==> src/rtl/bus_arbiter_2x1_pkg.sv <==
// Shared definitions for the two-requester round-robin bus arbiter:
// datapath width and the FSM state encoding.
package bus_arbiter_2x1_pkg;

    localparam int DATA_INDEX_LIMIT = 31;
    localparam int DATA_WIDTH_DEF   = DATA_INDEX_LIMIT + 1;

    typedef enum logic [1:0] {
        ST_IDLE = 2'b00,
        ST_G0   = 2'b01,
        ST_G1   = 2'b10
    } arb_state_e;

endpackage

==> src/rtl/bus_arbiter_2x1_rr_pick_2.sv <==
// Combinational two-way round-robin picker. When both requesters are
// active the one that did not own the resource last wins.
module rr_pick_2 (
    input  logic req0_i,
    input  logic req1_i,
    input  logic last_i,
    output logic vld_o,
    output logic winner_o
);

    // Requester 1 wins when it is alone or when requester 0 was served last.
    always_comb begin
        vld_o    = req0_i | req1_i;
        winner_o = req1_i & (~req0_i | ~last_i);
    end

endmodule

==> src/rtl/bus_arbiter_2x1.sv <==
// Round-robin arbiter sharing one datapath port between two requesters,
// with REQ/GNT/DONE handshake and a hold timeout that forces release.
module bus_arbiter_2x1
    import bus_arbiter_2x1_pkg::*;
#(
    parameter int DATA_WIDTH = DATA_WIDTH_DEF,
    parameter int MAX_HOLD   = 16,
    parameter int CNT_W      = 8
) (
    input  logic                  CLK,
    input  logic                  RST,
    input  logic                  REQ0,
    input  logic                  REQ1,
    input  logic [DATA_WIDTH-1:0] DIN0,
    input  logic [DATA_WIDTH-1:0] DIN1,
    input  logic                  DONE,
    output logic                  GNT0,
    output logic                  GNT1,
    output logic                  SEL,
    output logic [DATA_WIDTH-1:0] DOUT,
    output logic                  BUSY,
    output logic                  TIMEOUT
);

    // Counter value seen on the last permitted grant cycle.
    localparam logic [CNT_W-1:0] HOLD_LAST = CNT_W'((MAX_HOLD == 0) ? 0 : MAX_HOLD - 1);
    localparam bit               HOLD_EN   = (MAX_HOLD != 0);

    arb_state_e       state_q, state_d;
    logic             last_q,  last_d;
    logic             sel_q,   sel_d;
    logic             gnt0_q,  gnt0_d;
    logic             gnt1_q,  gnt1_d;
    logic             tmo_q,   tmo_d;
    logic [CNT_W-1:0] hold_q,  hold_d;

    logic pick_vld;
    logic pick_win;
    logic own_req;
    logic expire;

    // The picker always sees LAST; at release LAST already equals the
    // releasing requester, so IDLE and release share one picker.
    rr_pick_2 u_pick (
        .req0_i   (REQ0),
        .req1_i   (REQ1),
        .last_i   (last_q),
        .vld_o    (pick_vld),
        .winner_o (pick_win)
    );

    // Next-state: arbitrate in IDLE, release/re-arbitrate or count in a grant.
    always_comb begin
        state_d = state_q;
        last_d  = last_q;
        sel_d   = sel_q;
        gnt0_d  = gnt0_q;
        gnt1_d  = gnt1_q;
        hold_d  = hold_q;
        tmo_d   = 1'b0;
        own_req = (state_q == ST_G1) ? REQ1 : REQ0;
        expire  = HOLD_EN && (hold_q == HOLD_LAST) && !DONE;

        if (state_q == ST_IDLE || DONE || !own_req || expire) begin
            if (state_q != ST_IDLE) begin
                tmo_d = expire;
            end
            if (pick_vld) begin
                state_d = pick_win ? ST_G1 : ST_G0;
                last_d  = pick_win;
                sel_d   = pick_win;
                gnt0_d  = !pick_win;
                gnt1_d  = pick_win;
                hold_d  = '0;
            end else begin
                state_d = ST_IDLE;
                gnt0_d  = 1'b0;
                gnt1_d  = 1'b0;
            end
        end else begin
            hold_d = hold_q + CNT_W'(1);
        end
    end

    // State and registered outputs; reset drops any grant immediately.
    always_ff @(posedge CLK or negedge RST) begin
        if (!RST) begin
            state_q <= ST_IDLE;
            last_q  <= 1'b1;
            sel_q   <= 1'b0;
            gnt0_q  <= 1'b0;
            gnt1_q  <= 1'b0;
            hold_q  <= '0;
            tmo_q   <= 1'b0;
        end else begin
            state_q <= state_d;
            last_q  <= last_d;
            sel_q   <= sel_d;
            gnt0_q  <= gnt0_d;
            gnt1_q  <= gnt1_d;
            hold_q  <= hold_d;
            tmo_q   <= tmo_d;
        end
    end

    assign GNT0    = gnt0_q;
    assign GNT1    = gnt1_q;
    assign SEL     = sel_q;
    assign BUSY    = gnt0_q | gnt1_q;
    assign TIMEOUT = tmo_q;
    assign DOUT    = sel_q ? DIN1 : DIN0;

endmodule

==> config.mk <==
export PLATFORM = sky130hd
export DESIGN_NAME = bus_arbiter_2x1
export DESIGN_NICKNAME = d
export VERILOG_FILES = /design/src/rtl/bus_arbiter_2x1_pkg.sv /design/src/rtl/bus_arbiter_2x1_rr_pick_2.sv /design/src/rtl/bus_arbiter_2x1.sv
export SDC_FILE = /design/constraint.sdc
export NUM_CORES = 1
export LEC_CHECK = 0
export CORE_ASPECT_RATIO = 0.7
export CORE_MARGIN = 4
export CORE_UTILIZATION = 30
export CTS_BUF_LIST = sky130_fd_sc_hd__clkbuf_4 sky130_fd_sc_hd__clkbuf_8
export DETAILED_ROUTE_END_ITERATION = 16
export GPL_TIMING_DRIVEN = 1
export PLACE_DENSITY = 0.81
export SYNTH_ARGS = -nofsm -noshare
export SYNTH_HDL_FRONTEND = slang
export SYNTH_SLANG_ARGS = --single-unit
==> constraint.sdc <==
create_clock -name CLK -period 2.4 [get_ports CLK]
set_input_delay 0.24 -clock CLK [delete_from_list [all_inputs] [get_ports CLK]]
set_output_delay 0.24 -clock CLK [all_outputs]
set_load 0.02 [all_outputs]
==> results_dict.tcl <==
set metrics [dict create \
    dr.first_iter.drc_count 48 \
    final_area_um2 2230 \
    overflow 0 \
    dp_slack_ns 0.485 \
    clock_latency_ns 0.25 \
    syn_nets 177 \
    p_per_area_nw_per_um2 484 \
    synth-warning-count 0 \
    cts_buffers 3 \
    fp.dieW_um 80.0 \
    grt_pass1_wl_um 7340 \
    place_area_um2 2180 \
    cts_tree "built" \
    antennaDiodeCount 0 \
    min_period_over_period_pct 86.4 \
    required_ns 2.16 \
    path_class "flop to output port" \
    power_leakage_nw 0.860 \
    area_growth_pct 105 \
    syn_inst 107 \
    power_mw 1.08 \
    startpoint_type "flop" \
    tns_ns 0 \
    arrival_ns 1.83 \
    fin_util_pct 67.2 \
    relSlewSlack_pct 62.4 \
    syn_avg_cell_area_um2 10.2 \
    vias 1324 \
    crit_chain "buf_4 -> mux2_2 -> clkdlybuf4s50_1" \
    tightestPinTransition_ns 0.561 \
    grt_antenna_before_repair 0 \
    synth_edf_count 0 \
    wirelength_um 5200 \
    slowest_stage "clkdlybuf4s50_1" \
    yosys_register_bits 13 \
    final_common_cell "clkdlybuf4s50_1" \
    fmax_mhz 482 \
    antenna_left 0 \
    synth_area_leaders "mux2_2 (33%), dfrtp_1 (28%), mux2i_1 (2.8%)" \
    cp-end-kind "output port" \
    clk_path_buf_depth 2 \
    crit_fanout 24 \
    yosysUniqueCellTypes 37 \
    yosysSeqAreaShare_pct 30.0 \
    dpl.hpwl_um 4330 \
    async_reset_ff_share_pct 100 \
    setup_ws_ns 0.327 \
    start_util_pct 32.8 \
    slew_viol_final 0 \
    fin_cells 259 \
    cp_slowest_stage_delay_ns 0.56 \
    row_count 17 \
    fp.dieArea_um2 4670 \
    cts.sinks 13 \
    rsz0062_at_grt "no" \
    layout-drive-gt1-share_pct 21.7 \
    clkSlewWorstSetupHoldPaths_ns 0.05 \
    syn_area_um2 1090 \
    postCtsSetupBuffers 0 \
    drc 0 \
    port_buffers 105 \
    track_usage_pct 20.9 \
    core-area_um2 3320 \
    h-tree-depth 1 \
    viasPerCell 5.11 \
    routedWlPerCell_um 20.1 \
    top_level_ports 106 \
    synth_top_area_cell "mux2_2" \
    die_h_um 58.4 \
    cts_root_buf "clkbuf_8" \
    synth_ff_type "dfrtp_1" \
    dr.pass1.iters 4 \
    final_cell_mix "clkdlybuf4s50_1 (105), mux2_2 (32), dfrtp_1 (12), nand2_1 (7), nor2_1 (5)" \
    outcome "finished, final reports clean" \
    yosysTopAreaCellShare_pct 33.1 \
    hold_buffers 0 \
    hold_path_class "input port to asynchronous set/reset pin" \
    fin_crit_ns 2.07 \
    cap_violations 0 \
    grt_max_degree 25 \
    setup_viol 0 \
    hold_violations 0 \
    worst_hold_slack_ns 0.352 \
    final_net_count 283 \
    cts-resized-gates 0 \
    place_inst 255 \
    clock_skew_ns 0.00269 \
    ir_drop_mv 0.389 \
    grt_pass1_vias 1272 \
    place_congestion 0.883 \
]
-- worst max-delay path: cells and delay by family, from the launching register on --
family / cells / cell delay [ns]
buffers and inverters: 2 / 0.85
muxes: 1 / 0.39
DFF: 1 / 0.34
-- logic make-up (layout without fill, tap and decap cells) --
logic type | count (synthesis) | in the layout | share of synthesized area, %
buffers and inverters | 9 | 114 | 3.91
AO/OA/AOI/OAI | 18 | 18 | 11.7
multiplexers | 36 | 36 | 37.3
XOR/XNOR | 2 | 2 | 1.61
flip-flops | 13 | 13 | 30.0
adder cells (fa/ha/maj) | 1 | 1 | 1.15
AND/OR/NAND/NOR | 28 | 28 | 14.3
-- where the power goes --
group | switching [mW] | total (mW) | internal (mW)
combinational | 0.265 | 0.621 | 0.356
clock | 0.0805 | 0.209 | 0.129
sequential | 0.0135 | 0.248 | 0.235
-- cells in the mapped netlist, types with 2 or more instances --
master,number
nand4b_1,2
clkbuf_1,4
nand2_1,7
dfrtp_1,12
xnor2_1,2
nor2_1,5
inv_1,3
or3_1,2
o21ai_0,4
or2_2,2
mux2_2,32
nand3_1,3
a21oi_1,3
mux2i_1,3
-- sequential cells by signal, summed over array words and instances, names as in the netlist --
signal / cells
last_q: 1
SEL: 1
hold_q: 8
TIMEOUT: 1
state_q: 2
-- path summary, 6_finish.rpt --
| path | from | endpoint | slack [ns] | cells after the start |
|---|---|---|---|---|
| max in group asynchronous | RST | last_q | 1.68 | 1 |
| setup / recovery | SEL | DOUT[15] | 0.33 | 3 |
| hold / removal | RST | hold_q[1] | 0.35 | 1 |
| min in group CLK | last_q | last_q | 0.49 | 1 |
| hold reg to reg | last_q | last_q | 0.49 | 1 |
| setup reg to reg | hold_q[0] | state_q[1] | 0.47 | 5 |
-- area by class of cell --
type                            count  area [µm²]
Timing Repair Buffer              107        1070
Clock buffer                        4        48.8
Inverter                            3        11.3
Multi-Input combinational cell     85         718
Fill cell                         267        1090
Sequential cell                    13         327
Tap cell                           47        58.8
-- metal layers --
| metal | global-route usage, % | part of all wire (%) | up-vias | routed length, µm |
|---|---|---|---|---|
| li1 | - | - | 602 | - |
| met1 | 23.4 | 36 | 619 | 1870 |
| met2 | 38.4 | 52 | 83 | 2710 |
| met3 | 6.57 | 9.1 | 20 | 474 |
| met4 | 5.78 | 2.9 | 0 | 150 |
| met5 | 0 | 0 | - | 0 |
(Power assumes the default switching activity.)
